`src/rtl/spi_ctrl_pkg.sv`:
```
// -----------------------------------------------------------------------------
// spi_ctrl_pkg
// Shared definitions for the SPI command sequencer:
//   - state_t      : 3-bit FSM state encodings S_IDLE..S_RDATA
//   - CMD_RW_BIT   : bit of the command byte selecting read (1) / write (0)
//   - CMD_ADDR_MSB : top bit of the address field in the command byte
//   - FILL_BYTE_DEF: byte shifted out when no valid read data is available
// -----------------------------------------------------------------------------
package spi_ctrl_pkg;

   typedef enum logic [2:0] {
      S_IDLE   = 3'd0,
      S_CMD    = 3'd1,
      S_WDATA  = 3'd2,
      S_WBUS   = 3'd3,
      S_RFETCH = 3'd4,
      S_RDATA  = 3'd5
   } state_t;

   localparam int         CMD_RW_BIT    = 7;
   localparam int         CMD_ADDR_MSB  = 6;
   localparam logic [7:0] FILL_BYTE_DEF = 8'hFF;

endpackage

```
`src/rtl/spi_bus_watchdog.sv`:
```
// -----------------------------------------------------------------------------
// spi_bus_watchdog
// Bounds how long a bus master waits for an acknowledge. The counter runs
// while a request is pending and restarts on ack. expire pulses in the
// TIMEOUT-th cycle of a pending request so the master's registered clear
// drops the request exactly TIMEOUT cycles after it was raised.
// Ports:
//   clk    in  system clock
//   rst_n  in  asynchronous active-low reset
//   req    in  a bus request is outstanding
//   ack    in  bus completion this cycle (wins over expire)
//   expire out one-cycle pulse: request has been pending for TIMEOUT cycles
// -----------------------------------------------------------------------------
module spi_bus_watchdog #(
   parameter int TIMEOUT = 15
) (
   input  logic clk,
   input  logic rst_n,
   input  logic req,
   input  logic ack,
   output logic expire
);

   localparam int CNT_W = (TIMEOUT < 2) ? 1 : $clog2(TIMEOUT);

   logic [CNT_W-1:0] cnt_r;
   logic [CNT_W-1:0] cnt_nxt_s;

   assign expire = req && !ack && (cnt_r == CNT_W'(TIMEOUT - 1));

   // Next count: restart whenever the request ends, completes or expires.
   always_comb begin
      cnt_nxt_s = cnt_r;
      if (!req || ack || expire) begin
         cnt_nxt_s = '0;
      end else begin
         cnt_nxt_s = cnt_r + CNT_W'(1);
      end
   end

   // Pending-cycle counter register.
   always_ff @(posedge clk or negedge rst_n) begin
      if (!rst_n) begin
         cnt_r <= '0;
      end else begin
         cnt_r <= cnt_nxt_s;
      end
   end

endmodule

```
`src/rtl/spi_cmd_sequencer.sv`:
```
// -----------------------------------------------------------------------------
// spi_cmd_sequencer
// Turns the byte strobes of an SPI byte slave into register-bus transfers.
// A frame (ss low) is one command byte {rw, addr} followed by data bytes with
// an auto-incrementing address. Read data is prefetched so tx_byte is ready
// before the slave loads its next byte slot.
// Ports:
//   clk, rst_n            clock, asynchronous active-low reset
//   ss                    slave select (synchronized), 0 = frame active
//   rx_strobe, rx_byte    received byte and its one-cycle strobe
//   tx_strobe, tx_byte    slave latches tx_byte on tx_strobe
//   bus_addr, bus_wdata   register bus address / write data
//   bus_we, bus_re        write / read request, held until ack or timeout
//   bus_ack, bus_rdata    one-cycle completion with read data
//   busy                  FSM is not idle
//   err_overrun           sticky: write byte arrived while the bus was busy
//   err_timeout           sticky: a bus request timed out
// -----------------------------------------------------------------------------
module spi_cmd_sequencer
   import spi_ctrl_pkg::*;
#(
   parameter int         ADDR_W    = 7,
   parameter logic [7:0] FILL_BYTE = FILL_BYTE_DEF,
   parameter bit         AUTO_INC  = 1'b1,
   parameter int         TIMEOUT   = 15
) (
   input  logic              clk,
   input  logic              rst_n,
   input  logic              ss,
   input  logic              rx_strobe,
   input  logic [7:0]        rx_byte,
   input  logic              tx_strobe,
   output logic [7:0]        tx_byte,
   output logic [ADDR_W-1:0] bus_addr,
   output logic [7:0]        bus_wdata,
   output logic              bus_we,
   output logic              bus_re,
   input  logic              bus_ack,
   input  logic [7:0]        bus_rdata,
   output logic              busy,
   output logic              err_overrun,
   output logic              err_timeout
);

   state_t            state_r, state_nxt_s;
   logic [ADDR_W-1:0] addr_r, addr_nxt_s;
   logic [7:0]        wdata_r, wdata_nxt_s;
   logic [7:0]        tx_r, tx_nxt_s;
   logic              we_r, we_nxt_s;
   logic              re_r, re_nxt_s;
   logic              err_ovr_r, err_ovr_nxt_s;
   logic              err_to_r, err_to_nxt_s;
   logic              underrun_r, underrun_nxt_s;  // current fetch's data is stale
   logic              abort_r, abort_nxt_s;        // ss rose while a request was pending
   logic              busy_r;

   logic              req_s;
   logic              expire_s;
   logic              done_s;
   logic [7:0]        rdata_s;
   logic [CMD_ADDR_MSB:0] cmd_addr_s;

   // Address step after each data byte; width truncation gives the wrap.
   function automatic logic [ADDR_W-1:0] next_addr(input logic [ADDR_W-1:0] a);
      logic [ADDR_W-1:0] r;
      if (AUTO_INC) begin
         r = a + ADDR_W'(1);
      end else begin
         r = a;
      end
      return r;
   endfunction

   spi_bus_watchdog #(
      .TIMEOUT (TIMEOUT)
   ) u_watchdog (
      .clk    (clk),
      .rst_n  (rst_n),
      .req    (req_s),
      .ack    (bus_ack),
      .expire (expire_s)
   );

   assign req_s      = we_r | re_r;
   // A timeout completes the request exactly like an ack carrying FILL_BYTE.
   assign done_s     = req_s && (bus_ack || expire_s);
   assign rdata_s    = bus_ack ? bus_rdata : FILL_BYTE;
   assign cmd_addr_s = rx_byte[CMD_ADDR_MSB:0];

   // Next-state and next-output logic for the frame FSM.
   always_comb begin
      state_nxt_s    = state_r;
      addr_nxt_s     = addr_r;
      wdata_nxt_s    = wdata_r;
      tx_nxt_s       = tx_r;
      we_nxt_s       = we_r;
      re_nxt_s       = re_r;
      err_ovr_nxt_s  = err_ovr_r;
      err_to_nxt_s   = err_to_r;
      underrun_nxt_s = underrun_r;
      abort_nxt_s    = abort_r;

      case (state_r)
         S_IDLE: begin
            tx_nxt_s       = FILL_BYTE;
            underrun_nxt_s = 1'b0;
            abort_nxt_s    = 1'b0;
            if (!ss) begin
               state_nxt_s   = S_CMD;
               err_ovr_nxt_s = 1'b0;
               err_to_nxt_s  = 1'b0;
            end else begin
               state_nxt_s = S_IDLE;
            end
         end

         S_CMD: begin
            if (ss) begin
               state_nxt_s = S_IDLE;
            end else if (rx_strobe) begin
               addr_nxt_s = cmd_addr_s[ADDR_W-1:0];
               if (rx_byte[CMD_RW_BIT]) begin
                  re_nxt_s    = 1'b1;
                  state_nxt_s = S_RFETCH;
               end else begin
                  state_nxt_s = S_WDATA;
               end
            end else begin
               state_nxt_s = S_CMD;
            end
         end

         S_WDATA: begin
            if (ss) begin
               state_nxt_s = S_IDLE;
            end else if (rx_strobe) begin
               wdata_nxt_s = rx_byte;
               we_nxt_s    = 1'b1;
               state_nxt_s = S_WBUS;
            end else begin
               state_nxt_s = S_WDATA;
            end
         end

         S_WBUS: begin
            if (ss) begin
               abort_nxt_s = 1'b1;
            end else begin
               abort_nxt_s = abort_r;
            end
            // Only one write can be in flight; a byte arriving now is lost.
            if (rx_strobe) begin
               err_ovr_nxt_s = 1'b1;
            end else begin
               err_ovr_nxt_s = err_ovr_r;
            end
            if (done_s) begin
               we_nxt_s   = 1'b0;
               addr_nxt_s = next_addr(addr_r);
               if (expire_s) begin
                  err_to_nxt_s = 1'b1;
               end else begin
                  err_to_nxt_s = err_to_r;
               end
               if (ss || abort_r) begin
                  state_nxt_s = S_IDLE;
               end else begin
                  state_nxt_s = S_WDATA;
               end
            end else begin
               state_nxt_s = S_WBUS;
            end
         end

         S_RFETCH: begin
            tx_nxt_s = FILL_BYTE;
            if (ss) begin
               abort_nxt_s = 1'b1;
            end else begin
               abort_nxt_s = abort_r;
            end
            // Slave already took FILL_BYTE for this slot: the fetch in
            // progress belongs to a byte that has been skipped.
            if (tx_strobe) begin
               underrun_nxt_s = 1'b1;
            end else begin
               underrun_nxt_s = underrun_r;
            end
            if (done_s) begin
               re_nxt_s = 1'b0;
               if (expire_s) begin
                  err_to_nxt_s = 1'b1;
               end else begin
                  err_to_nxt_s = err_to_r;
               end
               if (ss || abort_r) begin
                  state_nxt_s = S_IDLE;
               end else if (underrun_r || tx_strobe) begin
                  // Discard and refetch the following address after a
                  // one-cycle gap so every request is a separate pulse.
                  addr_nxt_s     = next_addr(addr_r);
                  underrun_nxt_s = 1'b0;
                  state_nxt_s    = S_RFETCH;
               end else begin
                  tx_nxt_s    = rdata_s;
                  state_nxt_s = S_RDATA;
               end
            end else if (!req_s) begin
               // Gap cycle after a discarded fetch: issue the refetch.
               if (ss || abort_r) begin
                  state_nxt_s = S_IDLE;
               end else begin
                  re_nxt_s    = 1'b1;
                  state_nxt_s = S_RFETCH;
               end
            end else begin
               state_nxt_s = S_RFETCH;
            end
         end

         S_RDATA: begin
            if (ss) begin
               tx_nxt_s    = FILL_BYTE;
               state_nxt_s = S_IDLE;
            end else if (tx_strobe) begin
               tx_nxt_s    = FILL_BYTE;
               addr_nxt_s  = next_addr(addr_r);
               re_nxt_s    = 1'b1;
               state_nxt_s = S_RFETCH;
            end else begin
               state_nxt_s = S_RDATA;
            end
         end

         default: begin
            state_nxt_s = S_IDLE;
            we_nxt_s    = 1'b0;
            re_nxt_s    = 1'b0;
            tx_nxt_s    = FILL_BYTE;
         end
      endcase
   end

   // State and output registers.
   always_ff @(posedge clk or negedge rst_n) begin
      if (!rst_n) begin
         state_r    <= S_IDLE;
         addr_r     <= '0;
         wdata_r    <= 8'h00;
         tx_r       <= FILL_BYTE;
         we_r       <= 1'b0;
         re_r       <= 1'b0;
         err_ovr_r  <= 1'b0;
         err_to_r   <= 1'b0;
         underrun_r <= 1'b0;
         abort_r    <= 1'b0;
         busy_r     <= 1'b0;
      end else begin
         state_r    <= state_nxt_s;
         addr_r     <= addr_nxt_s;
         wdata_r    <= wdata_nxt_s;
         tx_r       <= tx_nxt_s;
         we_r       <= we_nxt_s;
         re_r       <= re_nxt_s;
         err_ovr_r  <= err_ovr_nxt_s;
         err_to_r   <= err_to_nxt_s;
         underrun_r <= underrun_nxt_s;
         abort_r    <= abort_nxt_s;
         busy_r     <= (state_nxt_s != S_IDLE);
      end
   end

   assign tx_byte     = tx_r;
   assign bus_addr    = addr_r;
   assign bus_wdata   = wdata_r;
   assign bus_we      = we_r;
   assign bus_re      = re_r;
   assign busy        = busy_r;
   assign err_overrun = err_ovr_r;
   assign err_timeout = err_to_r;

endmodule

```
`config.mk`:
```
export PLATFORM = sky130hd
export DESIGN_NAME = spi_cmd_sequencer
export DESIGN_NICKNAME = d
export VERILOG_FILES = /design/src/rtl/spi_ctrl_pkg.sv /design/src/rtl/spi_bus_watchdog.sv /design/src/rtl/spi_cmd_sequencer.sv
export SDC_FILE = /design/constraint.sdc
export NUM_CORES = 1
export LEC_CHECK = 0
export CAP_MARGIN = 20
export CORE_UTILIZATION = 40
export CTS_BUF_LIST = sky130_fd_sc_hd__clkbuf_8
export DETAILED_ROUTE_END_ITERATION = 16
export PLACE_DENSITY = 0.76
export SKIP_CTS_REPAIR_TIMING = 1
export SYNTH_ARGS = -nofsm -noshare
export SYNTH_HDL_FRONTEND = slang
export SYNTH_SLANG_ARGS = --single-unit
```
`constraint.sdc`:
```
create_clock -name clk -period 2.6 [get_ports clk]
set_input_delay 0.26 -clock clk [delete_from_list [all_inputs] [get_ports clk]]
set_output_delay 0.26 -clock clk [all_outputs]
set_load 0.01 [all_outputs]
```
==> flow_summary.json, run 1 <==
{
  "cp_max_fo": 12,
  "synth.avg_cell_area_um2": 10.6,
  "setup-tns-final_ns": 0,
  "dieArea_um2": 5170,
  "netlist_instances": 184,
  "syn_nets": 209,
  "leakagePower_nw": 1.04,
  "cts.sinks": 37,
  "cts.htree.levels": 2,
  "rsz0062_at_grt": "false",
  "io_buffers": 49,
  "p_comb_share_pct": 44.2,
  "vias": 1609,
  "grt.overflow.total": 0,
  "diodes": 0,
  "worst_setup_path_end_kind": "register",
  "grt_pass1_vias": 1523,
  "yosysSeqAreaShare_pct": 47.9,
  "syn_to_final_growth_pct": 30.9,
  "fp-row-count": 25,
  "cts_tree": "built",
  "initial_utilization_pct": 41.4,
  "ff2ff_path_depth": 5,
  "netlist_area_um2": 1950,
  "yosysTopAreaCell": "dfrtp_1",
  "worstMarginPinSlew_ns": 0.795,
  "synth_cell_types": 50,
  "vias_per_cell": 5.40,
  "top_level_ports": 50,
  "fmax_ghz": 0.509,
  "clk_pin_slew_ns": 0.07,
  "slew_headroom_pct": 47.0,
  "p_clk_share_pct": 18.8,
  "drt_iter0_drc": 136,
  "yosysMostFrequentCell": "dfrtp_1",
  "power.switching_mw": 1.03,
  "netlist_top_cells_area": "dfrtp_1 (37%), dfstp_2 (11%), mux2_2 (4.0%), o22a_1 (3.6%), nand2_1 (3.3%)",
  "drc": 0,
  "grt_first_pass_wirelength_um": 7130,
  "wire_per_inst_um": 14.3,
  "cts_buffers": 5,
  "antenna_left": 0,
  "finalHoldViolations": 0,
  "grt_max_degree": 38,
  "drv_slew": 0,
  "synth_edf_count": 0,
  "die_h_um": 71.9,
  "crit_path_start": "state_r[1]$_DFF_PN0_",
  "crit_arrival_ns": 2.14,
  "finalWorstSetupSlack_ns": 0.635,
  "power_density_nw_per_um2": 1060,
  "endpoint": "bus_addr[6]$_DFFE_PN0P_",
  "pwr-share-seq_pct": 37.0,
  "drt-total-wl_um": 4250,
  "synth_top_area_share_pct": 37.2,
  "final_nets": 255,
  "antenna_found_initial": 0,
  "place_inst": 290,
  "ys.flop_type": "dfrtp_1",
  "critical_path_required_ns": 2.78,
  "fin_worst_skew_ns": 0.00594,
  "p_int_mw": 1.67,
  "critPathLaunchType": "register",
  "drv_cap": 0,
  "timing.rr.start": "state_r[1]$_DFF_PN0_",
  "dp_hpwl_um": 3050,
  "status": "completed",
  "detail_route.first_pass.iterations": 4,
  "gp_congestion": 0.894,
  "yosysWarningCount": 0,
  "reg2reg_to": "bus_addr[6]$_DFFE_PN0P_",
  "finalSetupViolations": 0,
  "crit_type": "reg2reg",
  "ctsLongestPathBuffers": 2,
  "ys_ff_latch": 37,
  "track_usage_pct": 18.0,
  "final_cells": 298,
  "fin_crit_sh_pct": 75.6,
  "async_flop_share_pct": 100,
  "cts_root_buf": "clkbuf_8",
  "worstSkewPairLatency_ns": 0.29,
  "layout-drive-gt1-share_pct": 19.0,
  "hold_class": "in2async",
  "core_area_um2": 4720,
  "period_minus_slack_ns": 1.96,
  "chipWidth_um": 71.9,
  "ys_top_cells_by_count": "dfrtp_1 (29), nand2_1 (17), nor2_1 (10)",
  "post-place-ws_ns": 0.523,
  "r2r_setup_slack_ns": 0.64,
  "ir_drop_mv": 0.638,
  "swShare_pct": 38.1
}
-- area by class of cell --
class / instances / area, um2
clock buffer: 6 / 82.6
clock inverter: 2 / 33.8
fill: 418 / 2170
inverter: 6 / 22.5
multi-input combinational: 131 / 913
sequential: 37 / 936
tap: 67 / 83.8
timing repair buffer: 49 / 485
-- cell usage in the layout, fill, tap and decap left out, types with 2 or more instances in the layout --
cell,instances
nand2_1,17
inv_1,5
ha_1,3
a31oi_1,8
o211ai_1,3
nand4_2,2
a21oi_2,6
and2_4,2
o22a_1,8
nor2_1,10
and3_1,2
o22ai_1,2
o21ai_0,7
mux2i_1,4
a21o_1,4
nor3_1,4
a31o_2,2
dfstp_2,8
nand3_1,8
clkdlybuf4s50_1,48
inv_2,2
dfrtp_1,29
a21oi_1,6
mux2_2,7
nand4_1,3
a22oi_1,2
clkbuf_8,6
-- cell families (layout without fill, tap and decap cells) --
logic type | after synthesis | after routing | synth area share (%)
simple gates | 58 | 58 | 16.3
compound gates | 57 | 57 | 21.6
flops | 37 | 37 | 47.9
buf+inv | 16 | 63 | 5.32
mux | 11 | 11 | 6.09
fa+ha+maj | 3 | 3 | 1.92
xor+xnor | 2 | 2 | 0.897
-- power groups by stage --
stage	Combinational, mW	Sequential, mW	Clock [mW]
after detailed placement	1.20	1.01	0
after floorplan	0.826	0.981	0
final	1.19	1.00	0.508
after CTS	1.20	1.00	0.523
after global placement	1.18	1.01	0
after global routing	1.32	1.04	0.551
-- per-stage QoR --
| stage | cell area [um2] | hold WS [ns] | total power [mW] | util (%) |
|---|---|---|---|---|
| after floorplan | 1950 | -0.0356 | 1.81 | - |
| after global placement | 2440 | 0.399 | 2.18 | 51.7 |
| after detailed placement | 2440 | 0.406 | 2.21 | 51.7 |
| after CTS | 2560 | 0.0860 | 2.73 | 54.1 |
| after global routing | 2560 | 0.116 | 2.91 | 54.1 |
| final | 2560 | 0.0552 | 2.70 | 54.1 |
-- worst min path at each step --
stage,startpoint,endpoint,depth (start not counted)
2_1_floorplan,rst_n,abort_r$_DFFE_PN0P_,0
3_3_place_gp,rst_n,busy$_DFF_PN0_,1
3_5_place_dp,rst_n,state_r[0]$_DFF_PN0_,1
4_1_cts,rst_n,bus_wdata[5]$_DFFE_PN0P_,1
5_1_grt,rst_n,bus_wdata[5]$_DFFE_PN0P_,1
6_report,rst_n,bus_wdata[5]$_DFFE_PN0P_,1
-- per-layer routing --
metal	wire length (um)	track usage [%]	part of all wire, %
met1	1870	23.4	44
met2	2100	28.2	49
met3	225	5.63	5.3
met4	60	6.75	1.4
met5	0	0	0
-- state kept, by name (all words and copies together) (netlist names) --
signal / cells
bus_re: 1
abort_r: 1
tx_byte: 8
bus_addr: 7
bus_wdata: 8
err_timeout: 1
u_watchdog.cnt_r: 4
underrun_r: 1
bus_we: 1
state_r: 3
busy: 1
err_overrun: 1
-- critical path, cell delays in order (launching register included) --
cell and delay (ns):
dfrtp_1 0.69, and2b_1 0.30, o21ai_1 0.12, and3_1 0.40, and2_4 0.28, a21oi_2 0.06
No activity file was read; power rests on OpenSTA's default activity.
==> inputs of run 2 (changes only) <==
--- a/config.mk
+++ b/config.mk
@@ -9,7 +9,7 @@
 export CORE_UTILIZATION = 40
 export CTS_BUF_LIST = sky130_fd_sc_hd__clkbuf_8
 export DETAILED_ROUTE_END_ITERATION = 16
-export PLACE_DENSITY = 0.76
+export PLACE_DENSITY = 0.79
 export SKIP_CTS_REPAIR_TIMING = 1
 export SYNTH_ARGS = -nofsm -noshare
 export SYNTH_HDL_FRONTEND = slang
==> constraint.sdc (replaced) <==
create_clock -name clk -period 1.7 [get_ports clk]
set_input_delay 0.17 -clock clk [delete_from_list [all_inputs] [get_ports clk]]
set_output_delay 0.17 -clock clk [all_outputs]
set_load 0.01 [all_outputs]
==> flow_summary.json, run 2 (synthesis gave the netlist of run 1 again) <==
{
  "finalSetupViolations": 0,
  "layout-drive-gt1-share_pct": 30.4,
  "ctsLongestPathBuffers": 2,
  "reg2reg_to": "busy$_DFF_PN0_",
  "ff2ff_path_depth": 7,
  "pwr-share-seq_pct": 32.7,
  "drc": 0,
  "leakagePower_nw": 1.19,
  "track_usage_pct": 19.7,
  "gp_congestion": 0.897,
  "chipWidth_um": 71.9,
  "slowest_stage": "dfrtp_1",
  "slowest_delay_ns": 0.34,
  "initial_utilization_pct": 41.4,
  "drv_cap": 0,
  "io_buffers": 49,
  "worstSkewPairLatency_ns": 0.30,
  "top_level_ports": 50,
  "drv_slew": 0,
  "mostFrequentLayoutCells": "clkdlybuf4s50_1 (48), buf_4 (30), dfrtp_1 (28)",
  "fin_worst_skew_ns": 0.0114,
  "core_area_um2": 4720,
  "timing.rr.start": "u_watchdog.cnt_r[0]$_DFF_PN0_",
  "grt_max_degree": 18,
  "cts.sinks": 37,
  "antenna_found_initial": 0,
  "die_h_um": 71.9,
  "worstMarginPinSlew_ns": 0.379,
  "worst_setup_path_end_kind": "register",
  "grt_first_pass_wirelength_um": 7730,
  "wire_per_inst_um": 14.2,
  "cts.htree.levels": 2,
  "grt_pass1_vias": 1676,
  "slew_headroom_pct": 74.7,
  "cp_max_fo": 5,
  "finalHoldViolations": 0,
  "dieArea_um2": 5170,
  "swShare_pct": 37.4,
  "status": "completed",
  "drt_iter0_drc": 152,
  "crit_type": "reg2reg",
  "cts_buffers": 5,
  "hold_class": "in2async",
  "dp_hpwl_um": 3360,
  "clk_pin_slew_ns": 0.08,
  "fmax_ghz": 0.594,
  "p_clk_share_pct": 17.7,
  "fin_crit_sh_pct": 99.1,
  "power_density_nw_per_um2": 1600,
  "crit_arrival_ns": 1.86,
  "vias": 1738,
  "vias_per_cell": 5.27,
  "path_cells": "inv_1 > ha_2 > a31o_4 > and2_4 > nand4_1 > a21o_1 > or3b_1",
  "final_common_cell": "clkdlybuf4s50_1",
  "place_inst": 319,
  "grt.overflow.total": 0,
  "p_int_mw": 2.84,
  "diodes": 0,
  "critical_path_required_ns": 1.87,
  "drt-total-wl_um": 4670,
  "syn_to_final_growth_pct": 45.0,
  "r2r_setup_slack_ns": 0.02,
  "final_cells": 330,
  "period_minus_slack_ns": 1.68,
  "rsz0062_at_grt": "true",
  "final_cell_area_um2": 2830,
  "dpl_cell_area_um2": 2670,
  "detail_route.first_pass.iterations": 4,
  "fp-row-count": 25,
  "cts_root_buf": "clkbuf_8",
  "power.switching_mw": 1.69,
  "antenna_left": 0,
  "ir_drop_mv": 0.991,
  "cts_tree": "built",
  "p_comb_share_pct": 49.6,
  "final_nets": 287,
  "critPathLaunchType": "register"
}
[run 2: power groups by stage]
stage                     clock (mW)  combinational [mW]  sequential [mW]
after floorplan                    0                1.26             1.50
after global placement             0                2.18             1.48
after detailed placement           0                2.21             1.49
after CTS                      0.823                2.23             1.48
after global routing           0.852                2.47             1.53
final                          0.803                2.25             1.48
[run 2: per-layer routing]
layer	wire length, um	global-route usage, %	up-vias
li1	-	-	832
met1	2140	26.8	849
met2	2260	31.2	48
met3	176	3.38	9
met4	104	8.50	0
met5	0	0	-
[run 2: cell type report]
type / count / area, um2
inverters: 6 / 22.5
fillers: 408 / 1890
multi-input cells: 131 / 927
clock inverters: 2 / 37.5
repair buffers: 81 / 741
flip-flops and latches: 37 / 937
well taps: 67 / 83.8
clock buffers: 6 / 82.6
[run 2: metrics by stage]
stage / setup TNS, ns / utilization, % / worst slack, ns / hold WS, ns / total power, mW
after floorplan: 0 / - / 0.00371 / -0.126 / 2.77
after global placement: -1.16 / 56.6 / -0.0792 / 0.110 / 3.66
after detailed placement: -1.67 / 56.6 / -0.107 / 0.112 / 3.71
after CTS: -0.201 / 59.2 / -0.0366 / -0.211 / 4.53
after global routing: -0.325 / 59.9 / -0.0640 / 0.345 / 4.85
final: 0 / 59.9 / 0.0161 / 0.315 / 4.54
[run 2: worst max path at each step]
stage,start,endpoint,slack (ns),cells after the start
final,u_watchdog.cnt_r[0]$_DFF_PN0_,busy$_DFF_PN0_,0.02,7
after floorplan,u_watchdog.cnt_r[0]$_DFF_PN0_,bus_addr[4]$_DFFE_PN0P_,0.004,9
after global routing,u_watchdog.cnt_r[0]$_DFF_PN0_,busy$_DFF_PN0_,-0.06,7
after global placement,tx_strobe,bus_addr[3]$_DFFE_PN0P_,-0.08,6
after CTS,state_r[1]$_DFF_PN0_,bus_addr[5]$_DFFE_PN0P_,-0.04,5
after detailed placement,ss,bus_wdata[6]$_DFFE_PN0P_,-0.11,5
[run 2: critical path, delay by kind of cell (launching register included)]
kind / cells / cell delay, ns
simple gates: 3 / 0.60
fa+ha+maj: 1 / 0.19
compound gates: 2 / 0.37
buf+inv: 1 / 0.05
flops: 1 / 0.34
